**config.mk**
```make
export PLATFORM = sky130hd
export DESIGN_NAME = regwrite_port_arbiter
export DESIGN_NICKNAME = d
export VERILOG_FILES = /design/src/rtl/regwrite_port_arbiter_pkg.sv /design/src/rtl/regwrite_port_arbiter_wb_slot.sv /design/src/rtl/regwrite_port_arbiter.sv
export SDC_FILE = /design/constraint.sdc
export NUM_CORES = 1
export LEC_CHECK = 0
export ABC_AREA = 1
export CORE_UTILIZATION = 53
export DETAILED_ROUTE_END_ITERATION = 10
export GPL_TIMING_DRIVEN = 1
export PLACE_DENSITY = 0.88
export SLEW_MARGIN = 30
export SYNTH_ARGS = -nofsm -noshare
export SYNTH_HDL_FRONTEND = slang
export SYNTH_SLANG_ARGS = --single-unit
```
**constraint.sdc**
```tcl
create_clock -name clk -period 5.9 [get_ports clk]
set_clock_uncertainty 0.1 [all_clocks]
set_input_delay 1.18 -clock clk [delete_from_list [all_inputs] [get_ports clk]]
set_output_delay 1.18 -clock clk [all_outputs]
set_load 0.03 [all_outputs]
```
**src/rtl/regwrite_port_arbiter_pkg.sv**
```systemverilog
// Shared definitions for the register-file write-port arbiter and its
// source-0 destination select.
package regwrite_port_arbiter_pkg;

  localparam int DATA_W_DEF = 32;
  localparam int ADDR_W_DEF = 5;

  localparam logic [4:0] REG_ZERO = 5'd0;
  localparam logic [4:0] REG_RA   = 5'd31;

  typedef enum logic [1:0] {
    REGDST_RT = 2'b00,
    REGDST_RD = 2'b01,
    REGDST_RA = 2'b10
  } regdst_e;

  // Core writeback destination: rt, rd, or $31 for link instructions.
  function automatic logic [4:0] wb_dest(input regdst_e sel, input logic [4:0] rt,
                                         input logic [4:0] rd);
    case (sel)
      REGDST_RD: return rd;
      REGDST_RA: return REG_RA;
      default:   return rt;
    endcase
  endfunction

endpackage

```
**src/rtl/regwrite_port_arbiter_wb_slot.sv**
```systemverilog
// One-entry writeback holding slot. Writes to $0 are accepted but
// discarded so they never reach the port or the pending mask.
module wb_slot
  import regwrite_port_arbiter_pkg::*;
#(
  parameter int DATA_W = DATA_W_DEF,
  parameter int ADDR_W = ADDR_W_DEF
) (
  input  logic              clk,
  input  logic              rst_n,
  input  logic              i_valid,
  input  logic [ADDR_W-1:0] i_addr,
  input  logic [DATA_W-1:0] i_data,
  output logic              o_ready,
  input  logic              i_take,
  output logic              o_full,
  output logic [ADDR_W-1:0] o_addr,
  output logic [DATA_W-1:0] o_data
);

  logic              r_full;
  logic [ADDR_W-1:0] r_addr;
  logic [DATA_W-1:0] r_data;
  logic              w_accept;
  logic              w_keep;

  // Draining and refilling in the same cycle keeps one write per cycle.
  assign o_ready  = rst_n && (!r_full || i_take);
  assign w_accept = i_valid && o_ready;
  assign w_keep   = (i_addr != ADDR_W'(REG_ZERO));

  always_ff @(posedge clk or negedge rst_n) begin
    if (!rst_n) begin
      r_full <= 1'b0;
    end else if (w_accept) begin
      r_full <= w_keep;
    end else if (i_take) begin
      r_full <= 1'b0;
    end
  end

  always_ff @(posedge clk) begin
    if (w_accept && w_keep) begin
      r_addr <= i_addr;
      r_data <= i_data;
    end
  end

  assign o_full = r_full;
  assign o_addr = r_addr;
  assign o_data = r_data;

endmodule

```
**src/rtl/regwrite_port_arbiter.sv**
```systemverilog
// Shares the register-file write port between core writeback (slot 0) and
// the multi-cycle unit (slot 1) with fixed priority plus starvation override.
module regwrite_port_arbiter
  import regwrite_port_arbiter_pkg::*;
#(
  parameter int DATA_W       = DATA_W_DEF,
  parameter int ADDR_W       = ADDR_W_DEF,
  parameter int STARVE_LIMIT = 4
) (
  input  logic                 clk,
  input  logic                 rst_n,
  input  logic                 hold,
  input  logic                 in0_valid,
  output logic                 in0_ready,
  input  logic [ADDR_W-1:0]    in0_addr,
  input  logic [DATA_W-1:0]    in0_data,
  input  logic                 in1_valid,
  output logic                 in1_ready,
  input  logic [ADDR_W-1:0]    in1_addr,
  input  logic [DATA_W-1:0]    in1_data,
  output logic                 wr_en,
  output logic [ADDR_W-1:0]    wr_addr,
  output logic [DATA_W-1:0]    wr_data,
  output logic [2**ADDR_W-1:0] pending_mask
);

  localparam int CNT_W = 4;
  localparam int NREG  = 2**ADDR_W;

  logic              w_full0, w_full1;
  logic [ADDR_W-1:0] w_addr0, w_addr1;
  logic [DATA_W-1:0] w_data0, w_data1;
  logic              w_grant0, w_grant1;
  logic              w_starved;
  logic [CNT_W-1:0]  r_starve;

  wb_slot #(.DATA_W(DATA_W), .ADDR_W(ADDR_W)) u_slot0 (
    .clk(clk), .rst_n(rst_n),
    .i_valid(in0_valid), .i_addr(in0_addr), .i_data(in0_data), .o_ready(in0_ready),
    .i_take(w_grant0),
    .o_full(w_full0), .o_addr(w_addr0), .o_data(w_data0)
  );

  wb_slot #(.DATA_W(DATA_W), .ADDR_W(ADDR_W)) u_slot1 (
    .clk(clk), .rst_n(rst_n),
    .i_valid(in1_valid), .i_addr(in1_addr), .i_data(in1_data), .o_ready(in1_ready),
    .i_take(w_grant1),
    .o_full(w_full1), .o_addr(w_addr1), .o_data(w_data1)
  );

  // Same-register conflicts always drain slot 0 first so slot 1's value lands last.
  assign w_starved = (r_starve == CNT_W'(STARVE_LIMIT)) && (w_addr0 != w_addr1);
  assign w_grant1  = !hold && w_full1 && (!w_full0 || w_starved);
  assign w_grant0  = !hold && w_full0 && !w_grant1;

  always_ff @(posedge clk or negedge rst_n) begin
    if (!rst_n) begin
      r_starve <= '0;
    end else if (!hold) begin
      if (!w_full1 || w_grant1) begin
        r_starve <= '0;
      end else if (r_starve != CNT_W'(STARVE_LIMIT)) begin
        r_starve <= r_starve + CNT_W'(1);
      end
    end
  end

  always_ff @(posedge clk or negedge rst_n) begin
    if (!rst_n) begin
      wr_en   <= 1'b0;
      wr_addr <= '0;
      wr_data <= '0;
    end else begin
      wr_en <= w_grant0 || w_grant1;
      if (w_grant1) begin
        wr_addr <= w_addr1;
        wr_data <= w_data1;
      end else if (w_grant0) begin
        wr_addr <= w_addr0;
        wr_data <= w_data0;
      end
    end
  end

  // Built from registered state only so stall logic sees no input-to-output path.
  always_comb begin
    pending_mask = '0;
    for (int a = 0; a < NREG; a++) begin
      pending_mask[a] = (w_full0 && (w_addr0 == ADDR_W'(a))) ||
                        (w_full1 && (w_addr1 == ADDR_W'(a))) ||
                        (wr_en   && (wr_addr == ADDR_W'(a)));
    end
  end

endmodule

```
* Word-level counts from Yosys, hierarchy flattened
Index checks and enable logic that the tools add are counted.
Word-level totals: bits in registers 118, input port bits 79, output and inout bits 72, word-level logic and storage cells 307
Cells by class: add/subtract/negate cells 1, equal/unequal tests 96, muxes and demuxes 10, bitwise logic cells 1, reduce and logical (&&, ||, !) cells 189
Operators by type and width (count):
- == test 5 bit, second input constant | 48
- == test 5 x 4 -> 1 bit, second input constant | 24
- logical AND 1 bit | 107
- logical OR 1 bit | 68
- 2-to-1 mux 32 bit | 2
- == test 5 x 3 -> 1 bit, second input constant | 12
- == test 5 x 2 -> 1 bit, second input constant | 6
- == test 5 x 1 -> 1 bit, second input constant | 3
- logical NOT 5 bit | 3
- 2-to-1 mux 5 bit | 2
- nonzero test 5 bit | 2
- 2-to-1 mux 4 bit | 2
- nonzero test 2 bit | 4
- inequality test 5 bit | 1
- adder 4 x 1 -> 4 bit, second input constant | 1
- == test 4 x 3 -> 1 bit, second input constant | 1
- logical NOT 1 bit | 4
- 2-to-1 mux 1 bit | 4
- inequality test 4 x 3 -> 1 bit, second input constant | 1
- AND reduction 2 bit | 1
- NOT 1 bit | 1

* Logic depth before layout (Yosys ltp)
depth in word-level cells 10, mapped depth 12, mapped depth without buffers 12

* Cells and area by module
A second synthesis with hierarchy kept.
Second synthesis, totals: cells, all modules 657, area, all modules 5586.6 um^2
By module, submodules not included:
- regwrite_port_arbiter | times used 1, cells each 557, area an instance 3201.8 um^2, sequential area each 1051.0 um^2
- wb_slot | times used 2, cells each 50, area an instance 1192.4 um^2, sequential area each 1136.1 um^2

* Worst setup path after synthesis
Ideal clock, no wire load.
path kind input-to-reg, start point input port hold, end point register u_slot1.r_addr[0], in the netlist u_slot1.o_addr[0], enable pin, library setup time 431 ps, data arrival time 3227 ps, setup slack 2141 ps, cell stages on the path 5, cells stage by stage nor2_4 > nand2_8 > nand2_2 > nand2_1 > nor2_1
Between the ends: cells in the longest elaborated chain, start to end 7
RTL lines:
- start, declared | RTL line regwrite_port_arbiter.sv:12 | input logic hold,
- logical NOT 1 bit
- logical AND 1 bit (2 in series) | RTL line regwrite_port_arbiter.sv:53 | assign w_grant1 = !hold && w_full1 && (!w_full0 || w_starved);
- logical OR 1 bit | RTL line regwrite_port_arbiter_wb_slot.sv:28 | assign o_ready = rst_n && (!r_full || i_take);
- logical AND 1 bit | RTL line regwrite_port_arbiter_wb_slot.sv:28
- logical AND 1 bit | RTL line regwrite_port_arbiter_wb_slot.sv:29 | assign w_accept = i_valid && o_ready;
- logical AND 1 bit | RTL line regwrite_port_arbiter_wb_slot.sv:43 | if (w_accept && w_keep) begin
- end signal, assigned | RTL line regwrite_port_arbiter_wb_slot.sv:44 | r_addr <= i_addr;
- end, declared | RTL line regwrite_port_arbiter_wb_slot.sv:22 | logic [ADDR_W-1:0] r_addr;
No other way between the ends. A chain may end at the register's enable or synchronous reset.

* Worst setup path after layout
start point register r_starve[0], end point output port in0_ready
Between the ends: cells in the longest elaborated chain, start to end 8
RTL lines:
- start, declared | RTL line regwrite_port_arbiter.sv:35 | logic [CNT_W-1:0] r_starve;
- start signal, assigned | RTL line regwrite_port_arbiter.sv:63 | r_starve <= r_starve + CNT_W'(1);
- == test 4 x 3 -> 1 bit | RTL line regwrite_port_arbiter.sv:52 | assign w_starved = (r_starve == CNT_W'(STARVE_LIMIT)) && (w_addr0 != w_addr1);
- logical AND 1 bit | RTL line regwrite_port_arbiter.sv:52
- logical OR 1 bit | RTL line regwrite_port_arbiter.sv:53
- logical AND 1 bit | RTL line regwrite_port_arbiter.sv:53
- logical NOT 1 bit | RTL line regwrite_port_arbiter.sv:54 | assign w_grant0 = !hold && w_full0 && !w_grant1;
- logical AND 1 bit | RTL line regwrite_port_arbiter.sv:54
- logical OR 1 bit | RTL line regwrite_port_arbiter_wb_slot.sv:28
- logical AND 1 bit | RTL line regwrite_port_arbiter_wb_slot.sv:28
- end, declared | RTL line regwrite_port_arbiter.sv:14 | output logic in0_ready,
No other way between the ends.

==> run metrics <==
port bufs=150; largest cells by area after synthesis=edfxtp_1 39%, dfrtp_1 19%, nand2_1 13%; Post-synth ARST share=37.3%; setup ws final=approximately 1.4 ns; number of setup violations in the final report=0; Cell Pwr Density=448 nW/um2; post-CTS setup buffers=0; Slew Limit Fails=0; Layout Nets=868; Min-Delay Startpoint=wr_data[22]; total CTS buffers=17; status=complete, no violations; worst-case clock buffer depth=2; GRT overflow=0; startpoint types=register; Critical Path AT=roughly 3.2 ns; WHS=0.420 ns; Worst Hold Class=reg2reg; mean post-synth cell area=9.01 um2; Hold EP=wr_data[22]; CTS Root Buffer Type=clkbuf_8; distinct cell type count after synthesis=28; die height=roughly 110 um; Max IR drop VDD=0.000348 V; crit-path max FO=44; via count=between 5000 and 6000; P&R area growth vs syn=38.4%; first-pass GRT wire length=27.4 mm; Initial DRT Pass Iterations=5; setup_tns=0 ns; die footprint=roughly 11000 um2; top-count cell post-synth=nand2_1; Clock Latency Late Sink=0.52 ns; Tot GR Track Use=about a third; Die W=106 um; slew at the pin with the worst max-slew slack=0.806 ns; largest net degree at the start of global routing=46; worst relative slew slack=46.2%; Initial Utilization=approximately 55%; Rows=37; CTS tree=yes; I/O pin count=151; drt wl/cell=18.4 um; post-detail-place hpwl=roughly 11 mm; WS Path Type=reg2out; Final Cycle Share=75.9%; Tmin final=4.48 ns; dpl ws=1.47 ns; number of synthesized flops with an enable pin=74; vias in the first global route=5400; Synth Flop Type=edfxtp_1; Synth top area share=38.6%; Hold Violations, Final=0; hold path cells=2; share of cells above drive strength 1=7.88%; Vias/cell=5.63; Max H-tree Level=4; Syn Inst Count=640; Final ANT Viol Nets=0; total of max-cap violations=0; most frequent cells after synthesis=206 x nand2_1, 109 x nand3_1, 74 x edfxtp_1; Yosys warning count=0; cell accounting for the most synthesized area=edfxtp_1; fmax=roughly 0.22 GHz; RSZ-0062 raised after global routing=no; post_cts resized=0; synthesized flop and latch total=~120; routed wire length=17.2 mm; number of fillers in the final layout=between 600 and 700; clk sink count=118; initial antenna violation count=1; Critical Path RT=4.62 ns; hold buffer count at CTS=0; RR Endpoint=u_slot1.o_data[30]; initial DRC count=399; start of the worst register-to-register path=r_starve[0]; R2R depth=11; netlist area before placement=5760 um2; CP endpoint kind=primary output; Syn Nets=721; Residual DRC=0; clk slew on worst S/H paths=0.06 ns; Seq/Total Area, Yosys=57.7%; Core ar.=~10000 um2; P_leak=~0.0034 uW; reg2reg setup slack=roughly 2.7 ns; gpl congestion=0.940
==> placed cells by master, fill, tap and decap left out, types with 3 or more instances in the layout <==
| cell type | instances |
|---|---|
| buf_4 | 3 |
| bufinv_16 | 4 |
| clkbuf_16 | 16 |
| clkdlybuf4s50_1 | 149 |
| clkinv_4 | 3 |
| clkinvlp_4 | 4 |
| dfrtp_1 | 44 |
| edfxtp_1 | 74 |
| inv_1 | 57 |
| inv_2 | 3 |
| nand2_1 | 205 |
| nand2_2 | 4 |
| nand3_1 | 109 |
| nand3b_1 | 32 |
| nor2_1 | 55 |
| nor2_2 | 7 |
| nor2_4 | 3 |
| o211ai_2 | 4 |
| xor2_1 | 3 |
==> metal layers <==
layer | share of wire [%] | GRT usage, % | vias to the layer above
met2 | 50 | 53.9 | 350
met3 | 9.0 | 8.58 | 63
met1 | 37 | 39.0 | 2478
met4 | 3.8 | 15.2 | 0
li1 | - | - | 2386
met5 | 0 | 0 | -
==> metrics by stage <==
stage	total power (uW)	area, um2	util (%)	std cells
6_report	3580	7980	76.6	937
5_1_grt	3710	7970	76.6	936
4_1_cts	3560	7970	76.6	936
3_5_place_dp	2470	7360	70.6	904
3_3_place_gp	2410	7290	70.0	902
2_1_floorplan	1950	5760	-	640
==> sequential cells by signal, summed over array words and instances, names as in the netlist <==
name,count
r_starve,4
u_slot0.o_addr,5
u_slot0.o_data,32
u_slot0.o_full,1
u_slot1.o_addr,5
u_slot1.o_data,32
u_slot1.o_full,1
wr_addr,5
wr_data,32
wr_en,1
==> how the worst max path moves through the flow <==
stage	cells after the start	to	from	slack, ns
2_1_floorplan	5	u_slot1.o_addr[0]	hold	2.14
3_3_place_gp	7	in1_ready	hold	1.51
3_5_place_dp	7	in1_ready	hold	1.47
4_1_cts	11	in1_ready	r_starve[0]	1.41
5_1_grt	12	in0_ready	r_starve[0]	1.18
6_report	12	in0_ready	r_starve[0]	1.42
==> worst max-delay path: stages, from the launching register on <==
cell,delay [ns]
dfrtp_1,0.41
inv_1,0.13
ha_1,0.17
nand2_1,0.05
nor2_1,0.16
nand2_2,0.09
nand2_4,0.34
nand2_8,0.30
nand2_1,0.15
nand2_1,0.08
nand2_1,0.14
inv_1,0.06
clkdlybuf4s50_1,0.58
==> logic make-up after synthesis <==
group | share of synthesized area (%)
AND/OR/NAND/NOR | 33.0
flip-flops | 57.7
buffers and inverters | 6.92
AO/OA/AOI/OAI | 1.35
XOR/XNOR | 0.608
adder cells (fa/ha/maj) | 0.434
==> where the power goes <==
group / switching, uW / leakage [uW] / internal [uW]
clock: 390 / 0.000288 / 689
combinational: 851 / 0.00190 / 455
sequential: 131 / 0.00121 / 1060
total: 1370 / 0.00341 / 2200
==> area by class of cell <==
| cell class | count | area [um2] | area share [%] |
|---|---|---|---|
| Clock buffer | 18 | 418 | 5.24 |
| Inverter | 60 | 225 | 2.82 |
| Multi-Input combinational cell | 435 | 2060 | 25.9 |
| Clock inverter | 14 | 199 | 2.49 |
| Sequential cell | 118 | 3320 | 41.7 |
| Antenna cell | 1 | 2.50 | 0.0314 |
| Tap cell | 136 | 170 | 2.13 |
| Timing Repair Buffer | 155 | 1570 | 19.7 |
Note: power is estimated with default switching activity, not from simulation.
